**config.mk**
```make
export PLATFORM = sky130hd
export DESIGN_NAME = apb5_completer_regbank
export DESIGN_NICKNAME = d
export VERILOG_FILES = /design/src/rtl/apb_pkg.sv /design/src/rtl/apb_regbank_mem.sv /design/src/rtl/apb5_completer_regbank.sv
export SDC_FILE = /design/constraint.sdc
export NUM_CORES = 1
export LEC_CHECK = 0
export CORE_UTILIZATION = 30
export CTS_CLUSTER_SIZE = 20
export DETAILED_ROUTE_END_ITERATION = 12
export GPL_TIMING_DRIVEN = 0
export PLACE_DENSITY = 0.51
export SKIP_LAST_GASP = 1
export SLEW_MARGIN = 20
export SYNTH_ARGS = -nofsm -noshare
export SYNTH_HDL_FRONTEND = slang
export SYNTH_SLANG_ARGS = --single-unit
```
**constraint.sdc**
```tcl
create_clock -name PCLK -period 3.66 [get_ports PCLK]
set_clock_uncertainty 0.05 [all_clocks]
set_input_delay 1.098 -clock PCLK [delete_from_list [all_inputs] [get_ports PCLK]]
set_output_delay 1.098 -clock PCLK [all_outputs]
set_load 0.05 [all_outputs]
```
**src/rtl/apb_pkg.sv**
```systemverilog
// Shared definitions for the APB5 completer: FSM states, error codes and a
// helper for deriving the byte-strobe width from the data width.
package apb_pkg;

  typedef enum logic [0:0] {
    IDLE   = 1'b0,
    ACCESS = 1'b1
  } apb_state_e;

  localparam logic [3:0] ERR_OK    = 4'd0;
  localparam logic [3:0] ERR_RANGE = 4'd1;
  localparam logic [3:0] ERR_ALIGN = 4'd2;
  localparam logic [3:0] ERR_RO    = 4'd3;
  localparam logic [3:0] ERR_PROT  = 4'd4;

  function automatic int strbWidth(input int dataWidth);
    return dataWidth / 8;
  endfunction

endpackage

```
**src/rtl/apb_regbank_mem.sv**
```systemverilog
// Word storage for the register bank: each entry holds a data word plus a
// user word. Data is written per byte lane, the user word is replaced
// whenever any lane is written. Reads are asynchronous.
module apb_regbank_mem
  import apb_pkg::*;
#(
  parameter int DEPTH      = 16,
  parameter int DATA_WIDTH = 32,
  parameter int USER_WIDTH = 16,
  localparam int IDX_W     = $clog2(DEPTH),
  localparam int STRB_W    = strbWidth(DATA_WIDTH)
) (
  input  logic                  clk_i,
  input  logic                  rst_i,
  input  logic                  we_i,
  input  logic [IDX_W-1:0]      idx_i,
  input  logic [STRB_W-1:0]     strb_i,
  input  logic [DATA_WIDTH-1:0] wdata_i,
  input  logic [USER_WIDTH-1:0] wuser_i,
  output logic [DATA_WIDTH-1:0] rdata_o,
  output logic [USER_WIDTH-1:0] ruser_o
);

  logic [DATA_WIDTH-1:0] data_q [DEPTH];
  logic [USER_WIDTH-1:0] user_q [DEPTH];

  // Clear the whole bank on reset, otherwise apply a byte-enabled write.
  always_ff @(posedge clk_i) begin
    if (rst_i) begin
      for (int i = 0; i < DEPTH; i++) begin
        data_q[i] <= '0;
        user_q[i] <= '0;
      end
    end else if (we_i) begin
      for (int b = 0; b < STRB_W; b++) begin
        if (strb_i[b]) data_q[idx_i][b*8 +: 8] <= wdata_i[b*8 +: 8];
      end
      if (|strb_i) user_q[idx_i] <= wuser_i;
    end
  end

  assign rdata_o = data_q[idx_i];
  assign ruser_o = user_q[idx_i];

endmodule

```
**src/rtl/apb5_completer_regbank.sv**
```systemverilog
// APB5 completer with a small word-addressed register bank. The setup phase
// latches the request and classifies it; the access phase counts down the
// configured wait states and then completes with data or an error code.
module apb5_completer_regbank
  import apb_pkg::*;
#(
  parameter int                    ADDR_WIDTH      = 32,
  parameter int                    DATA_WIDTH      = 32,
  parameter int                    USER_DATA_WIDTH = DATA_WIDTH / 2,
  parameter int                    USER_RESP_WIDTH = 16,
  parameter int                    DEPTH           = 16,
  parameter logic [ADDR_WIDTH-1:0] BASE_ADDR       = 'h0000_3000,
  parameter int                    WAIT_CYCLES     = 1,
  parameter logic [DATA_WIDTH-1:0] ID_VALUE        = 'hA9B5_0001
) (
  input  logic                       PCLK,
  input  logic                       PRESET,
  input  logic                       PSEL,
  input  logic                       PENABLE,
  input  logic                       PWRITE,
  input  logic [ADDR_WIDTH-1:0]      PADDR,
  input  logic [DATA_WIDTH-1:0]      PWDATA,
  input  logic [DATA_WIDTH/8-1:0]    PSTRB,
  input  logic [2:0]                 PPROT,
  input  logic [USER_DATA_WIDTH-1:0] PWUSER,
  output logic                       PREADY,
  output logic [DATA_WIDTH-1:0]      PRDATA,
  output logic                       PSLVERR,
  output logic [USER_DATA_WIDTH-1:0] PRUSER,
  output logic [USER_RESP_WIDTH-1:0] PBUSER
);

  localparam int IDX_W  = $clog2(DEPTH);
  localparam int STRB_W = strbWidth(DATA_WIDTH);
  localparam logic [ADDR_WIDTH:0] BASE_EXT = {1'b0, BASE_ADDR};
  localparam logic [ADDR_WIDTH:0] END_EXT  = BASE_EXT + (ADDR_WIDTH+1)'(4 * DEPTH);

  apb_state_e                 state_q, state_d;
  logic [3:0]                 cnt_q, cnt_d;
  logic [ADDR_WIDTH-1:0]      addr_q, addr_d;
  logic                       write_q, write_d;
  logic [STRB_W-1:0]          strb_q, strb_d;
  logic [DATA_WIDTH-1:0]      wdata_q, wdata_d;
  logic [USER_DATA_WIDTH-1:0] wuser_q, wuser_d;
  logic [3:0]                 err_q, err_d;

  logic                       inRange;
  logic [IDX_W-1:0]           setupIdx;
  logic [3:0]                 setupErr;
  logic [IDX_W-1:0]           idx;
  logic                       ready;
  logic                       commit;
  logic                       readOk;
  logic [DATA_WIDTH-1:0]      memRdata;
  logic [USER_DATA_WIDTH-1:0] memRuser;
  logic                       unusedProt;

  // Only the non-secure bit of PPROT influences the response.
  assign unusedProt = &{1'b0, PPROT[2], PPROT[0]};

  // Classify the request presented in the setup phase, highest priority first.
  always_comb begin
    inRange  = ({1'b0, PADDR} >= BASE_EXT) && ({1'b0, PADDR} < END_EXT);
    setupIdx = IDX_W'((PADDR - BASE_ADDR) >> 2);
    setupErr = ERR_OK;
    if (!inRange)                                     setupErr = ERR_RANGE;
    else if (PADDR[1:0] != 2'b00)                     setupErr = ERR_ALIGN;
    else if (PWRITE && (setupIdx == '0))              setupErr = ERR_RO;
    else if (PWRITE && PPROT[1] && setupIdx[IDX_W-1]) setupErr = ERR_PROT;
  end

  // Next-state logic: latch on setup, count wait states, leave on completion or abort.
  always_comb begin
    state_d = state_q;
    cnt_d   = cnt_q;
    addr_d  = addr_q;
    write_d = write_q;
    strb_d  = strb_q;
    wdata_d = wdata_q;
    wuser_d = wuser_q;
    err_d   = err_q;
    case (state_q)
      IDLE: begin
        if (PSEL && !PENABLE) begin
          addr_d  = PADDR;
          write_d = PWRITE;
          strb_d  = PSTRB;
          wdata_d = PWDATA;
          wuser_d = PWUSER;
          err_d   = setupErr;
          cnt_d   = 4'(WAIT_CYCLES);
          state_d = ACCESS;
        end
      end
      ACCESS: begin
        if (!PSEL) begin
          state_d = IDLE;
        end else if (PENABLE) begin
          if (cnt_q == 4'd0) state_d = IDLE;
          else               cnt_d   = cnt_q - 4'd1;
        end
      end
      default: state_d = IDLE;
    endcase
  end

  // Transfer registers; reset abandons any transfer in flight.
  always_ff @(posedge PCLK) begin
    if (PRESET) begin
      state_q <= IDLE;
      cnt_q   <= '0;
      addr_q  <= '0;
      write_q <= 1'b0;
      strb_q  <= '0;
      wdata_q <= '0;
      wuser_q <= '0;
      err_q   <= ERR_OK;
    end else begin
      state_q <= state_d;
      cnt_q   <= cnt_d;
      addr_q  <= addr_d;
      write_q <= write_d;
      strb_q  <= strb_d;
      wdata_q <= wdata_d;
      wuser_q <= wuser_d;
      err_q   <= err_d;
    end
  end

  assign idx    = IDX_W'((addr_q - BASE_ADDR) >> 2);
  assign ready  = !PRESET && (state_q == ACCESS) && PSEL && PENABLE && (cnt_q == 4'd0);
  assign commit = ready && write_q && (err_q == ERR_OK);
  assign readOk = ready && !write_q && (err_q == ERR_OK);

  apb_regbank_mem #(
    .DEPTH      (DEPTH),
    .DATA_WIDTH (DATA_WIDTH),
    .USER_WIDTH (USER_DATA_WIDTH)
  ) u_mem (
    .clk_i   (PCLK),
    .rst_i   (PRESET),
    .we_i    (commit),
    .idx_i   (idx),
    .strb_i  (strb_q),
    .wdata_i (wdata_q),
    .wuser_i (wuser_q),
    .rdata_o (memRdata),
    .ruser_o (memRuser)
  );

  // Response outputs stay at zero unless the transfer is completing.
  always_comb begin
    PREADY  = ready;
    PSLVERR = ready && (err_q != ERR_OK);
    PBUSER  = ready ? USER_RESP_WIDTH'(err_q) : '0;
    PRDATA  = '0;
    PRUSER  = '0;
    if (readOk) begin
      PRDATA = (idx == '0) ? ID_VALUE : memRdata;
      PRUSER = memRuser;
    end
  end

endmodule
```
; ---- Word level (Yosys, flattened, before mapping)
; Memory sizes are Yosys's and may differ from the RTL's.
; Cells that the tools add are included.
[totals]
word_cells = 94
mem_bits_rw = 768
regBits = 68
memories = 2
output_inout_bits = 66
[op_classes]
reduce_logical = 28
mux = 46
add_sub_neg = 3
bitwise_logic = 1
n_eq_ne = 4
n_lt_le_gt_ge = 2
[memory_table]
columns = name, words, word_bits, read_ports, rd_ports_with_merged_regs, write_ports, line_no
row1 = u_mem.data_q, 16, 32, 1, 0, 16, apb_regbank_mem.sv:24  ; logic [DATA_WIDTH-1:0] data_q [DEPTH];
row2 = u_mem.user_q, 16, 16, 1, 0, 16, apb_regbank_mem.sv:25  ; logic [USER_WIDTH-1:0] user_q [DEPTH];
[op_table]
columns = op, count
row1 = $mux W32, 3
row2 = $mux W4, 10
row3 = $ge A32 B14 Y1 const B, 1
row4 = $lt A32 B14 Y1 const B, 1
row5 = $mux W16, 2
row6 = $reduce_or A32 Y1, 1
row7 = $mux W1, 27
row8 = $logic_not A4 Y1, 4
row9 = $reduce_or A16 Y1, 1
row10 = $logic_and A1 B1 Y1, 14
row11 = $sub A6 B1 Y6 const B, 2
row12 = $ne A2 B2 Y1 const B, 4
row13 = $pmux W4 S2, 1
row14 = $mux W3, 2
row15 = $reduce_and A4 Y1, 1
row16 = $reduce_bool A4 Y1, 1
row17 = $reduce_or A4 Y1, 1
row18 = $sub A4 B1 Y4 const B, 1
row19 = $logic_not A1 Y1, 3
row20 = $pmux W1 S2, 1
row21 = $reduce_and A2 Y1, 1
row22 = $reduce_bool A2 Y1, 1
row23 = $not A1 Y1, 1

; ---- Depth between registers and ports, before layout
; Gate-level depths: netlist (run 1).
[depth]
ltp_word = 12
depth_mapped = 8
depth_no_buf = 6

; ---- Modules after synthesis
; A second synthesis (run 1) with hierarchy kept.
[hier_totals]
cells_unflattened = 2629
hier_area_um2 = 37006.7
[by_module_without_submodules]
columns = mod, n_inst, area_each_um2, cells_each
row1 = apb_regbank_mem, 1, 34030.1, 2244
row2 = apb5_completer_regbank, 1, 2976.6, 385

; ---- Worst setup path before layout (run 1)
; OpenSTA, ideal clock, no wires.
[synth_path]
path_kind = input to output
from = in PENABLE
to = out PRDATA[10]
required_time_ns = 2.512
cell_stages = 6
n_path_buf = 2
path_slack_ns = -0.636
arrival_ns = 3.148
path_cell_list = buf_2 and4bb_2 nand4b_2 or3b_1 buf_2 o22ai_1
[synth_via]
elab_chain_len = 5
[synth_rtl]
columns = item, line_no
row1 = start: declaration, apb5_completer_regbank.sv:19  ; input logic PENABLE,
row2 = $logic_and A1 B1 Y1 (2 in a row), apb5_completer_regbank.sv:131  ; assign ready = !PRESET && (state_q == ACCESS) && PSEL && PENABLE && (cnt_q == 4'd0);
row3 = $logic_and A1 B1 Y1 (2 in a row), apb5_completer_regbank.sv:133  ; assign readOk = ready && !write_q && (err_q == ERR_OK);
row4 = $mux W32, apb5_completer_regbank.sv:158  ; if (readOk) begin
row5 = end: declaration, apb5_completer_regbank.sv:27  ; output logic [DATA_WIDTH-1:0] PRDATA,
; No other way between the ends.

; ---- Final worst setup path (run 1)
[layout_path]
from = in PRESET
to = out PRDATA[30]
[layout_via]
elab_chain_len = 8
[layout_rtl]
columns = item, line_no
row1 = start: declaration, apb5_completer_regbank.sv:17  ; input logic PRESET,
row2 = $logic_not A1 Y1, apb5_completer_regbank.sv:131
row3 = $logic_and A1 B1 Y1 (4 in a row), apb5_completer_regbank.sv:131
row4 = $logic_and A1 B1 Y1 (2 in a row), apb5_completer_regbank.sv:133
row5 = $mux W32, apb5_completer_regbank.sv:158
; No other way between the ends.

==> PnR_summary.wiki, run 1 <==
{| class="wikitable"
! Metric !! Value
|-
| Status || finished with violations
|-
| Violations in the final reports || negative setup slack
|-
| Path type of the worst min-delay path || reg2reg
|-
| Pin count of the biggest net entering global routing || 17
|-
| H-Tree Level Count || 3
|-
| Kind of launch point of the worst setup path || input port
|-
| Max IR drop VDD || 296 µV
|-
| Initial core utilization || 30.3%
|-
| Top FF cell, synth || sky130_fd_sc_hd__edfxtp_1
|-
| Insertion delay of the later-clocked pin in the worst-skew pair || 0.66 ns
|-
| Cell variety after synth || 47
|-
| Average instance area after synthesis || 14.6 µm²
|-
| Post-route worst setup slack || -0.308 ns
|-
| Worst flop-to-flop path endpoint || u_mem.data_q[10][6]$_SDFFCE_PN0P_
|-
| Required time at the worst-slack endpoint || 2.51 ns
|-
| Portion of the post-synthesis area used by sequential elements || 64.3%
|-
| Most numerous cell types in the synthesized netlist || sky130_fd_sc_hd__and2_1 (771), sky130_fd_sc_hd__edfxtp_1 (768), sky130_fd_sc_hd__mux4_2 (182)
|-
| Proportion of register bits with asynchronous set or reset after synthesis || 0%
|-
| Number of vias per cell || 4.90
|-
| Fraction of final layout cells sized beyond drive strength 1 || 26.3%
|-
| Worst Hold Endpoint || cnt_q[1]$_SDFFE_PP0P_
|-
| Port-buffer cells || 141
|-
| Arr. time, crit path || 2.82 ns
|-
| Switch share || 23.4%
|-
| Cell chosen for the clock root || sky130_fd_sc_hd__clkbuf_16
|-
| Worst setup path startpoint || PRESET
|-
| Headroom to the max-slew limit || 25.5%
|-
| Clock tree from TritonCTS || done
|-
| Unrepaired setup endpoints after global routing || true
|-
| Number of buffers inserted for hold repair after clock tree synthesis || 0
|-
| Final routed wire length divided by cell count || 25.8 µm
|-
| Cell area after layout || 46,500 µm²
|-
| Number of failing hold endpoints at the final stage || 0
|-
| Count leader, synth || sky130_fd_sc_hd__and2_1
|-
| Kind of end point of the critical path || output pin
|-
| Placed standard-cell area || 41,900 µm²
|-
| Power Dens Cells || 456 nW/µm²
|-
| Top cells by area, synth || sky130_fd_sc_hd__edfxtp_1 (61%), sky130_fd_sc_hd__and2_1 (13%), sky130_fd_sc_hd__mux4_2 (11%)
|-
| Internal power consumption || 16,200 µW
|-
| Post-detailed-route DRC marker count || 0
|-
| Critical Path Max Stage Delay || 0.50 ns
|-
| Count of flip-flops with a built-in enable after synthesis || 768
|-
| Maximum fanout along the worst path || 5
|-
| DIE HEIGHT || 358 µm
|-
| Total routed wirelength || 118 mm
|-
| Antenna violations before repair || 0
|-
| Setup violations, final || 48
|-
| Initial DRC Count || 2,042
|-
| Placer's final routability congestion estimate || 0.809
|-
| Most frequent cell on the critical path || sky130_fd_sc_hd__buf_6
|-
| Part of the total power dissipated in the clock network || 41.1%
|-
| Global-route total usage across every layer || 18.5%
|-
| Clk slew on worst S/H paths || 0.06 ns
|-
| Start of the worst register-to-register path || err_q[1]$_SDFFE_PP0P_
|-
| Footprint of the multi-input gates || 13,800 µm²
|-
| Buffer depth of the longest clock path || 3
|-
| Final worst path period share || 108%
|-
| Ys Warns || 0
|-
| Measured slew at the worst slew-check pin || 1.12 ns
|-
| Area overhead of the layout relative to synthesis || 22.3%
|-
| Minimum period implied by the final worst setup slack || 3.97 ns
|-
| Top cell family by delay on the critical path || simple AND/OR/NAND/NOR gates
|-
| Sw power || 4960 µW
|-
| Critical path class || in2out
|-
| Length in cells of the worst reg-to-reg path || 7
|-
| Horizontal die dimension || 358 µm
|-
| Global-route wire length before repair || 169 mm
|-
| Critical Path, Cell by Cell || buf_6 -> and3b_2 -> nand4b_4 -> or3b_4 -> buf_12 -> o22ai_4 -> buf_6
|-
| Core area || 126,000 µm²
|-
| Number of fill cells || 11,900
|-
| Inserted Clock Buffers || 86
|-
| Maximum operating frequency || 0.252 GHz
|-
| Number of cells after detailed placement || 4,399
|-
| Synthesis-stage register bit count || 837
|-
| Final slew viol count || 0
|-
| Ports placed on the boundary || 158
|-
| Final total power || 21,200 µW
|-
| Total number of nets in the final design || 2,964
|-
| Total standard cell area after synthesis || 38,000 µm²
|-
| Storage element area || 24,500 µm²
|-
| Post-synthesis instance total || 2,595
|-
| Proportion of power drawn by flip-flops and latches || 51.3%
|-
| Worst Path Buf+Inv || 3
|-
| Library cell contributing the largest single delay on the critical path || sky130_fd_sc_hd__or3b_4
|-
| Synth area leader || sky130_fd_sc_hd__edfxtp_1
|-
| Hold slack final || 0.468 ns
|-
| R2r setup slk || 0.04 ns
|-
| Leak pwr || 0.0159 µW
|-
| Detail Placement HPWL || 82.4 mm
|-
| Hold_sp || cnt_q[1]$_SDFFE_PP0P_
|-
| Via Count || 22,500
|-
| Cell Rows || 130
|-
| Power share of the combinational group || 7.6%
|-
| Antenna-violating nets left || 0
|-
| Full die area || 128,000 µm²
|-
| Number of global-route vias before repair || 22,800
|-
| First-pass iteration count of the detailed router || 5
|-
| Final cell utilization of the core || 37.0%
|-
| Number of max-cap violations || 0
|-
| Final cell count without fillers || 4,593
|-
| CTS Sinks || 837
|-
| Post-synth top area share || 60.7%
|-
| Worst Hold Depth || 2
|-
| Total congestion overflow || 0
|}
[tightest hold or removal path: cells and delay by family (launching register included)]
kind / cells / cell delay, ns
flops: 1 / 0.33
compound gates: 2 / 0.15
[layout make-up]
class                           count  area share [%]
Sequential cell                   837            52.6
Timing Repair Buffer              184            4.34
Inverter                            3          0.0242
Clock buffer                      123            5.29
Antenna cell                        2          0.0108
Tap cell                         1650            4.44
Buffer                            181            2.94
Multi-Input combinational cell   1578            29.8
Clock inverter                     35           0.579
[cell families (layout without fill, tap and decap cells)]
group,after synthesis,after routing,share of synthesized area (%)
AND/OR/NAND/NOR,1133,1133,18.0
flip-flops,837,837,64.3
multiplexers,246,246,12.5
adder cells (fa/ha/maj),1,1,0.0329
other,1,15,0.00987
buffers and inverters,192,526,2.22
AO/OA/AOI/OAI,185,185,2.96
[layout by cell type (no fill, tap or decap), types with 6 or more instances in the layout]
| cell type | n |
|---|---|
| sky130_fd_sc_hd__a22oi_2 | 41 |
| sky130_fd_sc_hd__nor2_1 | 57 |
| sky130_fd_sc_hd__buf_12 | 14 |
| sky130_fd_sc_hd__nand4_1 | 18 |
| sky130_fd_sc_hd__and2_1 | 770 |
| sky130_fd_sc_hd__clkbuf_8 | 18 |
| sky130_fd_sc_hd__conb_1 | 13 |
| sky130_fd_sc_hd__nor4_4 | 12 |
| sky130_fd_sc_hd__o22ai_4 | 25 |
| sky130_fd_sc_hd__mux4_2 | 182 |
| sky130_fd_sc_hd__buf_16 | 6 |
| sky130_fd_sc_hd__clkinv_1 | 10 |
| sky130_fd_sc_hd__mux2i_2 | 19 |
| sky130_fd_sc_hd__clkbuf_4 | 10 |
| sky130_fd_sc_hd__nand3_1 | 8 |
| sky130_fd_sc_hd__mux2i_4 | 6 |
| sky130_fd_sc_hd__clkbuf_16 | 97 |
| sky130_fd_sc_hd__a21oi_1 | 63 |
| sky130_fd_sc_hd__o22ai_2 | 6 |
| sky130_fd_sc_hd__buf_4 | 44 |
| sky130_fd_sc_hd__clkinv_2 | 14 |
| sky130_fd_sc_hd__buf_6 | 64 |
| sky130_fd_sc_hd__dfxtp_1 | 64 |
| sky130_fd_sc_hd__a211oi_2 | 6 |
| sky130_fd_sc_hd__clkbuf_2 | 12 |
| sky130_fd_sc_hd__clkbuf_1 | 107 |
| sky130_fd_sc_hd__nor4_2 | 7 |
| sky130_fd_sc_hd__buf_2 | 16 |
| sky130_fd_sc_hd__clkdlybuf4s50_1 | 86 |
| sky130_fd_sc_hd__a21oi_2 | 18 |
| sky130_fd_sc_hd__a21oi_4 | 8 |
| sky130_fd_sc_hd__or2_2 | 83 |
| sky130_fd_sc_hd__edfxtp_1 | 768 |
| sky130_fd_sc_hd__buf_8 | 11 |
| sky130_fd_sc_hd__nor2b_1 | 6 |
| sky130_fd_sc_hd__nor2_2 | 18 |
| sky130_fd_sc_hd__mux2i_1 | 39 |
| sky130_fd_sc_hd__nand2_1 | 123 |
[power by group through the flow]
stage	logic, µW	clock network (µW)	registers, µW
4_1_cts	1610	8810	10900
3_3_place_gp	1420	0	11100
5_1_grt	1710	9150	10900
3_5_place_dp	1430	0	11100
6_report	1620	8700	10900
2_1_floorplan	846	0	11000
[worst max path at each step]
stage	endpoint	slack, ns	cells past startpoint
after floorplan	PRDATA[26]	-0.40	6
after global placement	PRDATA[28]	-2.18	7
after detailed placement	PRDATA[28]	-2.22	7
after CTS	PRDATA[14]	-0.34	9
after global routing	PRDATA[28]	-0.31	8
final	PRDATA[30]	-0.31	7
[registers in the layout (all words and copies together) (netlist names), named ones only]
register / count
u_mem.data_q: 512
u_mem.user_q: 256
wdata_q: 32
wuser_q: 16
addr_q: 4
cnt_q: 4
strb_q: 4
err_q: 3
state_q: 1
write_q: 1
[metal layers]
metal | GRT usage (%) | vias to the layer above | part of all wire, %
met1 | 25.8 | 11700 | 45
li1 | - | 10100 | -
met5 | 0 | - | 0
met3 | 2.20 | 154 | 4.6
met4 | 5.23 | 0 | 2.8
met2 | 30.5 | 637 | 48
[timing repair]
item                       4_1_cts  5_1_grt
setup endpoints to repair      635      113
gates resized for setup        656       79
buffers inserted                30        8
pin swaps                       36       37
cloned                           7        0
[through the flow]
step	worst slack (ns)	setup TNS [ns]
after floorplan	-0.402	-4.75
after global placement	-2.18	-1044.19
after detailed placement	-2.22	-1042.95
after CTS	-0.335	-9.93
after global routing	-0.310	-9.72
final	-0.308	-7.77
Power figures use the tool's default switching activity.
==> run 2: changes to the inputs <==
ABC_AREA = 1   (was default)
SLEW_MARGIN = default   (was 20)
==> PnR_summary.wiki, run 2 <==
{| class="wikitable"
! Metric !! Value
|-
| Status || finished with violations
|-
| Violations in the final reports || max-capacitance violations, max-slew violations, negative setup slack
|-
| Critical Path, Cell by Cell || inv_4 -> buf_12 -> clkbuf_16 -> clkbuf_16 -> o21ai_1 -> o211ai_1 -> a21oi_2 -> nor2_4 -> buf_6
|-
| Average instance area after synthesis || 9.38 µm²
|-
| Proportion of power drawn by flip-flops and latches || 47.7%
|-
| Proportion of register bits with asynchronous set or reset after synthesis || 0%
|-
| Initial DRC Count || 3,450
|-
| Path type of the worst min-delay path || reg2reg
|-
| Horizontal die dimension || 357 µm
|-
| Total routed wirelength || 140 mm
|-
| Flip-flop count of the largest register after layout || 512
|-
| Post-synth top area share || 61.1%
|-
| Buffer depth of the longest clock path || 3
|-
| Count leader, synth || sky130_fd_sc_hd__nor2_1
|-
| Total congestion overflow || 0
|-
| Final cell count without fillers || 6,019
|-
| Register with the highest flop count || u_mem.data_q
|-
| Arr. time, crit path || 2.60 ns
|-
| Kind of launch point of the worst setup path || register
|-
| Synth area leader || sky130_fd_sc_hd__edfxtp_1
|-
| Full die area || 127,000 µm²
|-
| Fraction of final layout cells sized beyond drive strength 1 || 14.9%
|-
| Core area || 124,000 µm²
|-
| Power Dens Cells || 481 nW/µm²
|-
| Insertion delay of the later-clocked pin in the worst-skew pair || 0.68 ns
|-
| Cell area after layout || 47,200 µm²
|-
| Regs by FF count || u_mem.data_q (512), u_mem.user_q (256), wdata_q (32)
|-
| Total number of nets in the final design || 4,399
|-
| Final worst path period share || 102%
|-
| Number of vias per cell || 5.01
|-
| Leak pwr || 0.0175 µW
|-
| Number of failing hold endpoints at the final stage || 0
|-
| Number of global-route vias before repair || 28,500
|-
| Cell chosen for the clock root || sky130_fd_sc_hd__clkbuf_16
|-
| Total standard cell area after synthesis || 37,700 µm²
|-
| Setup violations, final || 41
|-
| Power share of the combinational group || 12.1%
|-
| Maximum operating frequency || 0.267 GHz
|-
| Critical path class || reg2out
|-
| Unrepaired setup endpoints after global routing || true
|-
| Maximum fanout along the worst path || 9
|-
| Number of max-cap violations || 5
|-
| Top cell family by delay on the critical path || buffers and inverters
|-
| Measured slew at the worst slew-check pin || 1.62 ns
|-
| Minimum period implied by the final worst setup slack || 3.75 ns
|-
| Most frequent cell on the critical path || sky130_fd_sc_hd__clkbuf_16
|-
| CTS Sinks || 837
|-
| Ports placed on the boundary || 158
|-
| Top cells by area, synth || sky130_fd_sc_hd__edfxtp_1 (61%), sky130_fd_sc_hd__nor2_1 (11%), sky130_fd_sc_hd__nand2_1 (7.9%)
|-
| Cell Rows || 129
|-
| Antenna-violating nets left || 0
|-
| Port-buffer cells || 142
|-
| Global-route wire length before repair || 198 mm
|-
| Detail Placement HPWL || 101 mm
|-
| Placed standard-cell area || 41,500 µm²
|-
| Pin count of the biggest net entering global routing || 17
|-
| Number of cells after detailed placement || 5,814
|-
| Part of the total power dissipated in the clock network || 40.2%
|-
| Count of flip-flops with a built-in enable after synthesis || 768
|-
| Cell variety after synth || 29
|-
| Headroom to the max-slew limit || -8.66%
|-
| Final slew viol count || 33
|-
| Diode count || 0
|-
| Initial core utilization || 30.4%
|-
| DIE HEIGHT || 357 µm
|-
| Via Count || 30,200
|-
| Ys Warns || 0
|-
| Global-route total usage across every layer || 21.5%
|-
| Switch share || 26.5%
|-
| Clk slew on worst S/H paths || 0.06 ns
|-
| Library cell contributing the largest single delay on the critical path || sky130_fd_sc_hd__dfxtp_4
|-
| Post-synthesis instance total || 4,022
|-
| Most common cell after layout, fill and taps aside || sky130_fd_sc_hd__nor2_1
|-
| Most numerous cell types in the synthesized netlist || sky130_fd_sc_hd__nor2_1 (1,121), sky130_fd_sc_hd__nand2_1 (799), sky130_fd_sc_hd__edfxtp_1 (768)
|-
| Inserted Clock Buffers || 90
|-
| Sw power || 6020 µW
|-
| Max IR drop VDD || 347 µV
|-
| H-Tree Level Count || 3
|-
| Internal power consumption || 16,700 µW
|-
| Post-detailed-route DRC marker count || 0
|-
| Critical Path Max Stage Delay || 0.37 ns
|-
| Required time at the worst-slack endpoint || 2.51 ns
|-
| Antenna violations before repair || 3
|-
| First-pass iteration count of the detailed router || 6
|-
| Kind of end point of the critical path || output pin
|-
| Summed negative setup slack over all endpoints || -1.46 ns
|-
| Top FF cell, synth || sky130_fd_sc_hd__edfxtp_1
|-
| Number of fill cells || 12,400
|-
| Area overhead of the layout relative to synthesis || 25.2%
|-
| Clock tree from TritonCTS || done
|-
| Most frequent cells in the layout || sky130_fd_sc_hd__nor2_1 (1,077), sky130_fd_sc_hd__edfxtp_1 (768), sky130_fd_sc_hd__nand2_1 (753)
|-
| Final routed wire length divided by cell count || 23.3 µm
|-
| Worst Path Buf+Inv || 5
|-
| Placer's final routability congestion estimate || 0.962
|-
| Post-route worst setup slack || -0.0894 ns
|-
| Hold slack final || 0.423 ns
|-
| Portion of the post-synthesis area used by sequential elements || 64.8%
|-
| Synthesis-stage register bit count || 837
|}
==> run 2: tightest hold or removal path: stages, from the launching register on <==
cell                      delay [ns]
sky130_fd_sc_hd__dfxtp_1        0.31
sky130_fd_sc_hd__nand2_1        0.06
sky130_fd_sc_hd__a21oi_1        0.06
==> run 2: worst paths after layout <==
kind	start	endpoint	slack [ns]	cells after the start
setup / recovery	register	PRDATA[9]	-0.09	9
hold / removal	err_q[2]$_SDFFE_PP0P_	err_q[2]$_SDFFE_PP0P_	0.42	2
setup reg to reg	cnt_q[1]$_SDFFE_PP0P_	u_mem.data_q[8][17]$_SDFFCE_PN0P_	0.06	14
hold reg to reg	err_q[2]$_SDFFE_PP0P_	err_q[2]$_SDFFE_PP0P_	0.42	2
==> run 2: kinds of logic after synthesis <==
logic type | synth area share, %
buffers and inverters | 4.93
AO/OA/AOI/OAI | 5.89
AND/OR/NAND/NOR | 24.4
other | 0.00994
adder cells (fa/ha/maj) | 0.0332
flip-flops | 64.8
==> run 2: what timing repair did <==
action / in CTS / in global routing
hold buffers: 0 / 0
gates resized for setup: 930 / 140
buffers inserted: 16 / 9
gates cloned: 5 / 9
pin swaps: 40 / 38
endpoints found under the setup margin: 355 / 345
==> run 2: power groups by stage <==
stage          registers, µW  clock network [µW]  logic, µW
5_1_grt                10900                9500       2910
3_5_place_dp           11000                   0       2260
3_3_place_gp           11000                   0       2260
6_report               10800                9130       2750
2_1_floorplan          11000                   0       1230
4_1_cts                10800                9190       2580
==> run 2: per-stage QoR <==
stage / power (µW) / utilization, % / setup slack [ns]
after floorplan: 12200 / - / -0.0595
after global placement: 13300 / 33.4 / -2.36
after detailed placement: 13300 / 33.4 / -2.30
after CTS: 22600 / 37.5 / -0.0624
after global routing: 23300 / 38.0 / -0.129
final: 22700 / 38.0 / -0.0894
==> run 2: metal layers <==
layer	up-vias	GRT usage (%)	part of all wire [%]
li1	13900	-	-
met1	14600	30.4	43
met2	1382	33.1	44
met3	242	3.77	9.5
met4	2	7.50	3.8
met5	-	0	0.0093
==> run 2: layout make-up <==
| class | instances | area, µm² | share of cell area [%] |
|---|---|---|---|
| buffer | 272 | 2470 | 5.23 |
| clock buffer | 120 | 2460 | 5.21 |
| clock inverter | 48 | 419 | 0.887 |
| inverter | 190 | 728 | 1.54 |
| multi-input combinational | 2733 | 12600 | 26.7 |
| sequential | 837 | 24500 | 51.8 |
| tap | 1637 | 2050 | 4.34 |
| timing repair buffer | 182 | 2050 | 4.34 |
